===== src/rtl/avg_pool_compute_stage.sv =====
// Compute stage of the down_sample pipeline: sweeps (c, y, x) over the output,
// reads the 2x2 window taps and writes their average to the avg-pool buffer.
module avg_pool_compute_stage #(
  parameter int W     = 16,
  parameter int OUT_W = 32,
  parameter int OUT_H = 32,
  parameter int CH    = 4,
  parameter int ROUND = 0
) (
  input  logic                clk,
  input  logic                rst_n,
  input  logic                flush,
  input  logic                start,
  input  logic                in_avail,
  output logic                busy,
  output logic                done,
  output logic                rd_ren,
  output logic [3:0][15:0]    rd_ctrl_vars,
  input  logic [3:0][W-1:0]   rd_data,
  output logic                wr_wen,
  output logic [3:0][15:0]    wr_ctrl_vars,
  output logic [W-1:0]        wr_data,
  output logic [1:0]          state_dbg
);

  // Handshake: there is no backpressure on either side. rd_ren is a valid
  // strobe whose taps come back combinationally in the same cycle; in_avail
  // acts as the upstream ready and only gates issue. wr_wen is a valid strobe
  // the avg-pool buffer must accept in the cycle it is high.

  localparam logic [1:0] S_IDLE  = 2'd0;
  localparam logic [1:0] S_RUN   = 2'd1;
  localparam logic [1:0] S_DRAIN = 2'd2;

  localparam logic [15:0] X_LAST = 16'(OUT_W - 1);
  localparam logic [15:0] Y_LAST = 16'(OUT_H - 1);
  localparam logic [15:0] C_LAST = 16'(CH - 1);

  localparam logic [W+1:0] RND_BIAS = (ROUND != 0) ? (W+2)'(2) : '0;

  logic [1:0]   state;
  logic [1:0]   state_nxt;
  logic [15:0]  x_q;
  logic [15:0]  y_q;
  logic [15:0]  c_q;
  logic         x_wrap;
  logic         y_wrap;
  logic         last_issue;
  logic [W+1:0] sum;

  assign x_wrap     = (x_q == X_LAST);
  assign y_wrap     = (y_q == Y_LAST);
  assign last_issue = x_wrap && y_wrap && (c_q == C_LAST);

  // flush suppresses issue so the pending write is dropped in the same edge.
  assign rd_ren    = (state == S_RUN) && in_avail && !flush;
  assign busy      = (state == S_RUN) || (state == S_DRAIN);
  assign state_dbg = state;

  always_comb begin
    rd_ctrl_vars    = '0;
    rd_ctrl_vars[1] = c_q;
    rd_ctrl_vars[2] = y_q;
    rd_ctrl_vars[3] = x_q;
  end

  always_comb begin
    state_nxt = state;
    if (flush) begin
      state_nxt = S_IDLE;
    end else begin
      case (state)
        S_IDLE:  if (start) state_nxt = S_RUN;
        S_RUN:   if (rd_ren && last_issue) state_nxt = S_DRAIN;
        S_DRAIN: state_nxt = S_IDLE;
        default: state_nxt = S_IDLE;
      endcase
    end
  end

  always_ff @(posedge clk or negedge rst_n) begin
    if (!rst_n) begin
      state <= S_IDLE;
      done  <= 1'b0;
    end else begin
      state <= state_nxt;
      done  <= !flush && (state == S_DRAIN);
    end
  end

  // The final issue wraps every counter, so they are already zero in DRAIN.
  always_ff @(posedge clk or negedge rst_n) begin
    if (!rst_n) begin
      x_q <= '0;
      y_q <= '0;
      c_q <= '0;
    end else if (flush || (state != S_RUN)) begin
      x_q <= '0;
      y_q <= '0;
      c_q <= '0;
    end else if (rd_ren) begin
      if (x_wrap) begin
        x_q <= '0;
        if (y_wrap) begin
          y_q <= '0;
          c_q <= (c_q == C_LAST) ? 16'd0 : c_q + 16'd1;
        end else begin
          y_q <= y_q + 16'd1;
        end
      end else begin
        x_q <= x_q + 16'd1;
      end
    end
  end

  // Four W-bit taps plus the bias cannot exceed W+2 bits.
  always_comb begin
    sum = {2'b00, rd_data[0]} + {2'b00, rd_data[1]}
        + {2'b00, rd_data[2]} + {2'b00, rd_data[3]} + RND_BIAS;
  end

  always_ff @(posedge clk or negedge rst_n) begin
    if (!rst_n) begin
      wr_wen       <= 1'b0;
      wr_ctrl_vars <= '0;
      wr_data      <= '0;
    end else begin
      wr_wen <= rd_ren;
      if (rd_ren) begin
        wr_ctrl_vars <= rd_ctrl_vars;
        wr_data      <= W'(sum >> 2);
      end
    end
  end

endmodule


===== config.mk =====
export PLATFORM = sky130hd
export DESIGN_NAME = avg_pool_compute_stage
export DESIGN_NICKNAME = d
export VERILOG_FILES = /design/src/rtl/avg_pool_compute_stage.sv
export SDC_FILE = /design/constraint.sdc
export NUM_CORES = 1
export LEC_CHECK = 0
export BUFFER_PORTS_ARGS = -buffer_cell sky130_fd_sc_hd__buf_4
export CORE_MARGIN = 8
export CORE_UTILIZATION = 52
export CTS_CLUSTER_DIAMETER = 200
export DETAILED_ROUTE_END_ITERATION = 8
export GPL_TIMING_DRIVEN = 1
export PLACE_DENSITY = 0.81
export SLEW_MARGIN = 5
export SYNTH_ARGS = -nofsm -noshare
export SYNTH_HDL_FRONTEND = slang
export SYNTH_SLANG_ARGS = --single-unit

===== constraint.sdc =====
create_clock -name clk -period 2.8 [get_ports clk]
set_input_delay 0.42 -clock clk [delete_from_list [all_inputs] [get_ports clk]]
set_output_delay 0.42 -clock clk [all_outputs]
set_load 0.01 [all_outputs]

==> metrics.txt <==
Max Slew Vio Count 0; maxcap violations 0; largest net degree at the start of global routing 57; PortBufs approximately 190; Layout Utilization between 70% and 80%; Skew-Pair Late Insertion Delay approximately 0.41 ns; global-route wire length before repair 32,600 um; core footprint approximately 0.014 mm^2; Final Non-Filler Cells ~1.3k; final setup vio count 2; fin crit period 2.82 ns; Synth async-reset ratio 100%; Pwr per Cell Area approximately 660 mW/mm^2; Detailed Place HPWL between 10,000 and 15,000 um; Worst slew margin about half; wire per inst roughly 16 um; most frequent cells in the layout 231 x buf_4, 198 x nand2_1, 116 x dfrtp_1, 100 x inv_1, 52 x o21ai_0; dpl cells 1,217; WS Path Type in -> reg; DR DRC count 0; synth warn 0; status complete, but fails checks; routability cong. about 0.87; 1st-iter DRT viols ~520; worst-margin pin slew between 0.7 and 0.8 ns; Synth Cell Area just over 0.007 mm^2; Net count, final approximately 1.2k; maximum vdd drop ~0.4 mV; Slowest-stage cell, CP fa_1; Antenna Cells 0; Synth area leaders dfrtp_1 40%, nand2_1 10%, fa_1 8.9%, inv_1 5.5%, o21ai_0 3.9%; setup tns final -0.0289 ns; Static Leakage 5.21 nW; Clock transition at path regs about 0.060 ns; Remaining Overflow, GRT 0; Max clock buf depth 2; Crit path buffers/inverters 4; failing checks negative setup slack; Final Hold Viols 0; IO Count approximately 220; initial antenna violation count 0; vias in the first global route 6,828; row cnt 43; RSZ-0062 raised after global routing true; vias per inst 5.28; EDFF count, synth 0; delay-heaviest family, CP adder cells; CTS Buf Count 17; antenna viol nets, final 0; Fmax about 360 MHz; count of cell types in the netlist 57; layout cells sized above 1 28.1%; drt total wl 19,500 um; vias between 6k and 7k; die area ~0.018 mm^2; CP cell instances buf_6, inv_2, fa_1, inv_2, fa_1, nand3b_1, inv_1, fa_2, a21oi_4, o21ai_2, and4_4, nor2_2, or4_1, nand3_1; die height approximately 130 um; post-synth top area cell dfrtp_1; top_reg_cell synth dfrtp_1; Root Buffer clkbuf_16; CTS sink cnt between 100 and 150; Worst EP arrival approximately 3.2 ns; crit start category input pin; sequential area share after synthesis between 40% and 50%; Avg Synthesized Cell Area between 8 and 9 um^2; Hold WS a little over 0.07 ns; HP Class in -> async; TritonRoute pass-1 iters 6; CP Max Fanout 4; Total GRT Usage 21.9%; CP Capture Type register; Post-Syn Instances approximately 840; most common cell after layout, fill and taps aside buf_4; post-synth top area share 40.4%; DP Worst Slack -0.544 ns; Initial Util a little over half; fin crit share 101%; Crit path largest cell delay about 0.54 ns; fin worst setup slack -0.0169 ns; overall die width ~130 um; required time of the worst setup path roughly 3.1 ns; CTS HTree Levels 4; Post-Route Skew around 0.014 ns; post-synthesis sequential element count 116; CTS tree yes; Area growth syn-to-layout 34.5%
-- repair_timing --
action                     CTS  global route
pin swaps                   10            10
hold buffers                 0             0
setup endpoints to repair    5            11
resized for setup            5            11
buffers inserted             1             0
-- final timing paths --
kind / slack [ns] / from / cells after the start / end
worst max-delay path: -0.02 / rd_data[1] / 14 / wr_data[11]
worst min-delay path: 0.07 / rst_n / 1 / wr_ctrl_vars[58]
worst max register to register: 0.36 / x_q[0] / 7 / c_q[13]
worst min register to register: 0.48 / wr_ctrl_vars[42] / 2 / wr_ctrl_vars[42]
max in group asynchronous: 1.92 / rst_n / 2 / wr_data[12]
min in group clk: 0.20 / flush / 2 / done
-- kinds of logic (layout without fill, tap and decap cells) --
kind of cell / count (synthesis) / after routing / synth area share, %
AND/OR/NAND/NOR: 328 / 328 / 20.9
adder cells (fa/ha/maj): 54 / 54 / 12.7
flip-flops: 116 / 116 / 40.4
buffers and inverters: 173 / 371 / 11.1
other: 1 / 32 / 0.0521
AO/OA/AOI/OAI: 147 / 147 / 12.2
XOR/XNOR: 22 / 22 / 2.68
-- cell usage after synthesis (all sizes together), types with 2 or more instances --
cell,number
nand2,200
dfrtp,116
inv,105
o21ai,62
buf,45
fa,32
a21oi,31
nand3,26
nor2,25
clkbuf,23
ha,22
o31ai,19
and3,15
xnor2,11
xor2,11
nand4,10
nor3,10
nor2b,9
a21o,8
nand2b,7
nor4,7
a31oi,6
and4,4
o22ai,3
a211o,2
a21boi,2
and2,2
and4bb,2
nand4b,2
o2111ai,2
o21a,2
o21bai,2
o41ai,2
or2,2
or3,2
or4,2
-- registers in the layout, indices dropped and copies added (netlist names) --
signal        cells
done              1
y_q              16
x_q              16
wr_ctrl_vars     48
wr_wen            1
c_q              16
state_dbg         2
wr_data          16
-- per-stage QoR --
step	instance area, um^2	total power, mW
global placement	9010	4.07
global route	9680	6.79
floorplan	7430	3.26
finish	9680	6.41
CTS	9640	6.38
detailed placement	9010	4.13
-- report_power, final --
group | switching [mW] | total [mW] | internal, mW
registers | 0.0801 | 1.89 | 1.81
clock network | 0.817 | 2.23 | 1.42
logic | 1.22 | 2.29 | 1.07
-- metal layers --
layer	GRT usage (%)	routed length, um
met5	0	0
met4	6.99	285
met3	5.31	1350
met2	37.6	9880
met1	26.5	7980
-- final cells by class --
| type | instances | area, um^2 |
|---|---|---|
| Sequential cell | 116 | 2900 |
| Clock inverter | 13 | 175 |
| Inverter | 105 | 402 |
| Tap cell | 180 | 225 |
| Clock buffer | 19 | 433 |
| Timing Repair Buffer | 234 | 1780 |
| Fill cell | 1045 | 4040 |
| Multi-Input combinational cell | 583 | 3760 |
Power figures use the tool's default switching activity.
